$ cat config.mk
export PLATFORM = sky130hd
export DESIGN_NAME = sdcard_spi_engine
export DESIGN_NICKNAME = d
export VERILOG_FILES = /design/src/rtl/sdcard_spi_engine.sv
export SDC_FILE = /design/constraint.sdc
export NUM_CORES = 1
export LEC_CHECK = 0
export BUFFER_PORTS_ARGS = -buffer_cell sky130_fd_sc_hd__buf_2
export CAP_MARGIN = 20
export CORE_ASPECT_RATIO = 1.4
export CORE_MARGIN = 5
export CORE_UTILIZATION = 35
export DETAILED_ROUTE_END_ITERATION = 12
export SLEW_MARGIN = 0
export SYNTH_ARGS = -nofsm -noshare
export SYNTH_HDL_FRONTEND = slang
export SYNTH_SLANG_ARGS = --single-unit
$ cat constraint.sdc
create_clock -name CLOCK -period 13.8 [get_ports CLOCK]
set_input_delay 1.38 -clock CLOCK [delete_from_list [all_inputs] [get_ports CLOCK]]
set_output_delay 1.38 -clock CLOCK [all_outputs]
set_load 0.02 [all_outputs]
$ cat src/rtl/sdcard_spi_engine.sv
// SPI-mode SD card engine: single-byte transfers and 6-byte command frames with R1 polling, timeout and response capture.
// Optional macro SDSPI_CRC7_EN replaces command byte 5 with the serially computed {crc7, 1'b1}.
module sdcard_spi_engine #(
  parameter int LOW_DIV      = 500,
  parameter int HIGH_DIV     = 6,
  parameter int RESP_TIMEOUT = 100,
  parameter int RESP_MAX     = 5
) (
  input  logic                  CLOCK,
  input  logic                  RESET,
  input  logic                  SD_DOUT,
  output logic                  SD_CLK,
  output logic                  SD_DI,
  output logic                  SD_NCS,
  input  logic                  iCS,
  input  logic [1:0]            iCall,
  input  logic                  iSpeed,
  input  logic [47:0]           iCmd,
  input  logic [2:0]            iRespLen,
  input  logic [7:0]            iData,
  output logic                  oDone,
  output logic [7:0]            oData,
  output logic [8*RESP_MAX-1:0] oResp,
  output logic                  oTimeout
);

  localparam logic [15:0] LP_LOW  = 16'(LOW_DIV);
  localparam logic [15:0] LP_HIGH = 16'(HIGH_DIV);
  localparam logic [15:0] LP_TO   = 16'(RESP_TIMEOUT - 1);
  localparam logic [2:0]  LP_RMAX = 3'(RESP_MAX);

  typedef enum logic [2:0] {S_IDLE, S_SEND, S_POLL, S_RESP, S_DONE} state_t;

  state_t      r_state;
  logic        r_cmd_mode;
  logic        r_hold;
  logic [15:0] r_div;
  logic [15:0] r_cnt;
  logic [2:0]  r_bit;
  logic [2:0]  r_idx;
  logic [7:0]  r_tx;
  logic [7:0]  r_rx;
  logic [39:0] r_frame;
  logic [2:0]  r_len;
  logic [2:0]  r_ridx;
  logic [15:0] r_poll;
`ifdef SDSPI_CRC7_EN
  logic [6:0]  r_crc;

  function automatic logic [6:0] f_crc7(input logic [6:0] c, input logic b);
    logic fb;
    fb = b ^ c[6];
    return {c[5:3], c[2] ^ fb, c[1:0], fb};
  endfunction
`endif

  logic       w_half;
  logic       w_end;
  logic       w_byte_end;
  logic [2:0] w_len;
  logic [2:0] w_next_idx;
  logic [7:0] w_next_tx;

  assign w_half     = (r_cnt == (r_div >> 1));
  assign w_end      = (r_cnt == (r_div - 16'd1));
  assign w_byte_end = w_end && (r_bit == 3'd7);

  always_comb begin
    w_len = iRespLen;
    if (iRespLen == 3'd0)
      w_len = 3'd1;
    else if (iRespLen > LP_RMAX)
      w_len = LP_RMAX;
  end

  // Next command byte to shift out once the current one completes
  always_comb begin
    w_next_idx = r_idx + 3'd1;
    case (w_next_idx)
      3'd1:    w_next_tx = r_frame[39:32];
      3'd2:    w_next_tx = r_frame[31:24];
      3'd3:    w_next_tx = r_frame[23:16];
      3'd4:    w_next_tx = r_frame[15:8];
      3'd5:    w_next_tx = r_frame[7:0];
      default: w_next_tx = 8'hFF;
    endcase
`ifdef SDSPI_CRC7_EN
    if (w_next_idx == 3'd5)
      w_next_tx = {r_crc, 1'b1};
`endif
  end

  always_ff @(posedge CLOCK or posedge RESET) begin
    if (RESET)
      SD_NCS <= 1'b1;
    else
      SD_NCS <= ~iCS;
  end

  always_ff @(posedge CLOCK or posedge RESET) begin
    if (RESET) begin
      r_state    <= S_IDLE;
      r_cmd_mode <= 1'b0;
      r_hold     <= 1'b0;
      r_div      <= '0;
      r_cnt      <= '0;
      r_bit      <= '0;
      r_idx      <= '0;
      r_tx       <= '0;
      r_rx       <= '0;
      r_frame    <= '0;
      r_len      <= '0;
      r_ridx     <= '0;
      r_poll     <= '0;
`ifdef SDSPI_CRC7_EN
      r_crc      <= '0;
`endif
      SD_CLK     <= 1'b1;
      SD_DI      <= 1'b1;
      oDone      <= 1'b0;
      oData      <= 8'h00;
      oResp      <= '1;
      oTimeout   <= 1'b0;
    end else begin
      oDone <= 1'b0;
      case (r_state)
        S_IDLE: begin
          SD_CLK <= 1'b1;
          SD_DI  <= 1'b1;
          // r_hold blocks re-launch until the caller releases iCall
          if (iCall == 2'b00) begin
            r_hold <= 1'b0;
          end else if (!r_hold) begin
            r_div   <= iSpeed ? LP_HIGH : LP_LOW;
            r_cnt   <= '0;
            r_bit   <= '0;
            r_idx   <= '0;
            r_state <= S_SEND;
            if (iCall[1]) begin
              r_cmd_mode <= 1'b1;
              r_frame    <= iCmd[39:0];
              r_tx       <= iCmd[47:40];
              r_len      <= w_len;
              oTimeout   <= 1'b0;
`ifdef SDSPI_CRC7_EN
              r_crc      <= '0;
`endif
            end else begin
              r_cmd_mode <= 1'b0;
              r_tx       <= iData;
            end
          end
        end

        S_SEND, S_POLL, S_RESP: begin
          if (iCall == 2'b00) begin
            r_state <= S_IDLE;
            SD_CLK  <= 1'b1;
            SD_DI   <= 1'b1;
          end else begin
            if (r_cnt == 16'd0) begin
              SD_CLK <= 1'b0;
              SD_DI  <= r_tx[7];
              r_tx   <= {r_tx[6:0], 1'b1};
`ifdef SDSPI_CRC7_EN
              if (r_state == S_SEND && r_cmd_mode && r_idx != 3'd5)
                r_crc <= f_crc7(r_crc, r_tx[7]);
`endif
            end
            if (w_half) begin
              SD_CLK <= 1'b1;
              r_rx   <= {r_rx[6:0], SD_DOUT};
            end
            if (w_end) begin
              r_cnt <= '0;
              r_bit <= r_bit + 3'd1;
            end else begin
              r_cnt <= r_cnt + 16'd1;
            end

            if (w_byte_end) begin
              oData <= r_rx;
              case (r_state)
                S_SEND: begin
                  if (!r_cmd_mode) begin
                    r_state <= S_DONE;
                  end else if (r_idx == 3'd5) begin
                    r_state <= S_POLL;
                    r_poll  <= '0;
                    r_tx    <= 8'hFF;
                  end else begin
                    r_idx <= w_next_idx;
                    r_tx  <= w_next_tx;
                  end
                end
                S_POLL: begin
                  r_tx <= 8'hFF;
                  if (r_rx != 8'hFF) begin
                    oResp <= '1;
                    oResp[8*RESP_MAX-1 -: 8] <= r_rx;
                    r_ridx <= 3'd1;
                    r_state <= (r_len > 3'd1) ? S_RESP : S_DONE;
                  end else if (r_poll == LP_TO) begin
                    oTimeout <= 1'b1;
                    oResp    <= '1;
                    r_state  <= S_DONE;
                  end else begin
                    r_poll <= r_poll + 16'd1;
                  end
                end
                default: begin
                  r_tx <= 8'hFF;
                  oResp[8*(RESP_MAX-1-int'(r_ridx)) +: 8] <= r_rx;
                  if (r_ridx == r_len - 3'd1)
                    r_state <= S_DONE;
                  else
                    r_ridx <= r_ridx + 3'd1;
                end
              endcase
            end
          end
        end

        S_DONE: begin
          oDone   <= 1'b1;
          r_hold  <= 1'b1;
          SD_CLK  <= 1'b1;
          SD_DI   <= 1'b1;
          r_state <= S_IDLE;
        end

        default: r_state <= S_IDLE;
      endcase
    end
  end

endmodule

==> impl_results.md <==
- # IOs: between 100 and 150
- Syn Nets: approximately 830
- Share of cells above drive strength 1: a little over a third
- Antenna violations before repair: 0
- Worst Hold Depth: 2
- CTS Buf Count: 17
- Synth area leader: dfrtp_1
- Asr flop ratio synth: 100%
- Placement Rows: 66
- Total Neg Setup Slack: 0 ns
- Total track usage: 14.8%
- Starting Density: a little over a third
- Mean Syn Cell Area: about 11 sq um
- Skew-Pair Late Insertion Delay: between 0.4 and 0.5 ns
- Critical path capture point type: flop
- Worst slew pin tran: 1.04 ns
- Die Y: approximately 190 um
- Pre-CTS WS: 9.85 ns
- Cells after DPL: about 1.1k
- Post-synth EDFFs: 0
- Lkg Pwr: 4.39 nW
- Nets: 932
- # port buffers: between 100 and 150
- Sequential area share after synthesis: about 50%
- # hold bufs at CTS: 0
- Synthesis-stage register bit count: around 160
- CTS tree: done
- DRT antenna net count: 0
- Cell mode on critical path: ha_1
- Hold WC Path Type: flop to flop
- Post-cts sizing count: 0
- Drt first pass iters: 6
- Worst Skew: 0.00849 ns
- Worst slew margin: between 30% and 40%
- Syn Inst Count: 747
- Register-to-Register Path Depth: 8
- CTS max path bufs: 2
- CP Cell Sequence: inv_1 -> ha_1 -> ha_1 -> or4_4 -> a2111oi_4 -> nand3_2 -> nor2_2 -> mux2_2
- Unrepaired setup endpoints after global routing: false
- Die ar.: roughly 0.027 sq mm
- Synth top area share: 35.8%
- Clk slew on worst S/H paths: 0.06 ns
- Peak supply drop: between 0.09 and 0.1 mV
- Final cell count without fillers: 1166
- Grt ovf: 0
- Synth top area cells: dfrtp_1, mux2_2, dfstp_2, ha_1, mux2i_1
- # Max-Cap Violations: 0
- Die Wd: about 140 um
- Setup bufs post-CTS: 0
- Met1 usage: approximately 18%
- Max Fclk: about 290 MHz
- Largest net degree at the start of global routing: 84
- CP Class: flop to flop
- Mapped cell area: around 0.008 sq mm
- Clock root buffer: clkbuf_16
- CP delay by family, top: simple AND/OR/NAND/NOR gates
- Gpl congestion: 0.807
- Vias in the first global route: approximately 6.1k
- Pwr Density: ~150 mW/mm^2
- GR Util met3: 2.89%
- Critical Path Max Stage Delay: ~0.64 ns
- Detailed Route Iter0 Violations: roughly 300
- Worst Slack Setup Final: roughly 10 ns
- Crit path depth: 8
- DP HPWL: 14.0 mm
- CP max-delay cell: a2111oi_4
- GRT Max-Usage Layer: met2
- Via count: roughly 6k
- Remaining DRCs: 0
- Minimum clock period: around 3.5 ns
- Total wire length: ~20 mm
- Distinct cells, synth: 63
- Ys flop type: dfrtp_1
- N_diodes: 0
- WL/cell: 16.9 um
- Met2 Use GR: between 20% and 30%
- Crit start category: flop
- H-Tree Depth: 4
- First-pass GRT wire length: 31.8 mm
- Final setup vio count: 0
- Worst EP arrival: approximately 3.8 ns
- Worst path required time: roughly 14 ns
- Sink Count: 161
- Crit Path Max Fanout: 8
- Layout area overhead: 18.0%
- Final period util: between 20% and 30%
- DR vias/cell: approximately 5.2
- Synth warn: 0
- Slew Limit Fails: 0
- Placeable Area: about 0.023 sq mm
- Fin. Hold Viols: 0
- Worst Path Buf+Inv: 1
- Outcome: complete, no violations
- Post-route core utilization: between 40% and 50%
power breakdown:
group	internal [W]	total, W	switching [W]
logic	0.000167	0.000335	0.000168
registers	0.000570	0.000652	0.0000823
clock network	0.000303	0.000497	0.000194
layout by cell type (no fill, tap or decap), types with 25 or more instances in the layout:
cell type / n
nand2_1: 46
nor3_1: 25
dfrtp_1: 118
inv_1: 30
a21oi_1: 39
dfstp_2: 43
buf_2: 118
o21ai_0: 38
mux2_2: 103
nor2_1: 36
logic make-up after synthesis:
group           synth area share [%]
buf+inv                         3.43
compound gates                  11.7
flops                           49.5
fa+ha+maj                       2.73
xor+xnor                        3.04
simple gates                    13.1
mux                             16.5
metrics by stage:
stage | power, W | area (sq um) | hold slack (ns)
floorplan | 0.000904 | 8240 | 0.450
global placement | 0.000986 | 9090 | 0.453
detailed placement | 0.000997 | 9090 | 0.455
CTS | 0.00150 | 9700 | 0.467
global route | 0.00157 | 9730 | 0.478
finish | 0.00148 | 9730 | 0.465
metal layers:
metal	share of wire (%)	vias to the layer above
li1	-	2933
met4	2.0	0
met3	2.7	27
met1	41	3023
met2	54	104
met5	0	-
area by class of cell:
| class | instances | area [sq um] |
|---|---|---|
| tap | 306 | 383 |
| clock inverter | 12 | 183 |
| inverter | 31 | 121 |
| timing repair buffer | 123 | 648 |
| fill | 2173 | 13500 |
| clock buffer | 19 | 433 |
| multi-input combinational | 514 | 3880 |
| sequential | 161 | 4080 |
worst paths after layout:
kind,slack [ns],from,end
max,10.32,r_div[1],oResp[16]
min,0.46,oResp[7],oResp[7]
min in group asynchronous,1.06,RESET,r_frame[31]
max reg2reg,10.32,r_div[1],oResp[16]
max in group asynchronous,11.55,RESET,SD_CLK
min reg2reg,0.46,oResp[7],oResp[7]
registers in the layout, summed over array words and instances, names as in the netlist:
register and count:
oResp 40, r_hold 1, r_idx 3, r_poll 16, r_len 3, oTimeout 1, r_cnt 16, r_bit 3
SD_DI 1, r_rx 8, r_cmd_mode 1, r_state 3, r_div 3, oDone 1, SD_NCS 1, r_tx 8
SD_CLK 1, r_frame 40, r_ridx 3, oData 8
worst min-delay path, cell delays in order, from the launching register on:
cell and delay [ns]:
dfstp_2 0.37, inv_1 0.04, mux2i_1 0.05
synth_stat cells (2+ instances only):
cell / number
dfrtp_1: 118
mux2_2: 103
nand2_1: 47
dfstp_2: 43
a21oi_1: 39
o21ai_0: 38
nor2_1: 36
clkbuf_1: 34
inv_1: 31
nor3_1: 25
mux2i_1: 20
nand4_1: 20
ha_1: 18
nand3_1: 17
xor2_1: 16
or4_1: 13
o31ai_1: 12
xnor2_1: 10
a211oi_1: 9
and3_1: 8
or3_1: 7
a21o_1: 6
a22o_1: 5
a22oi_1: 4
nor4_1: 4
a21oi_2: 3
a222oi_1: 3
and4_1: 3
buf_2: 3
nand3b_1: 3
nor3b_1: 3
nor4b_1: 3
o211ai_1: 3
o21a_1: 3
a2111oi_4: 2
a31oi_1: 2
and2_1: 2
and4b_1: 2
buf_1: 2
o21bai_1: 2
o41ai_1: 2
or2_2: 2
(Power assumes the default switching activity.)
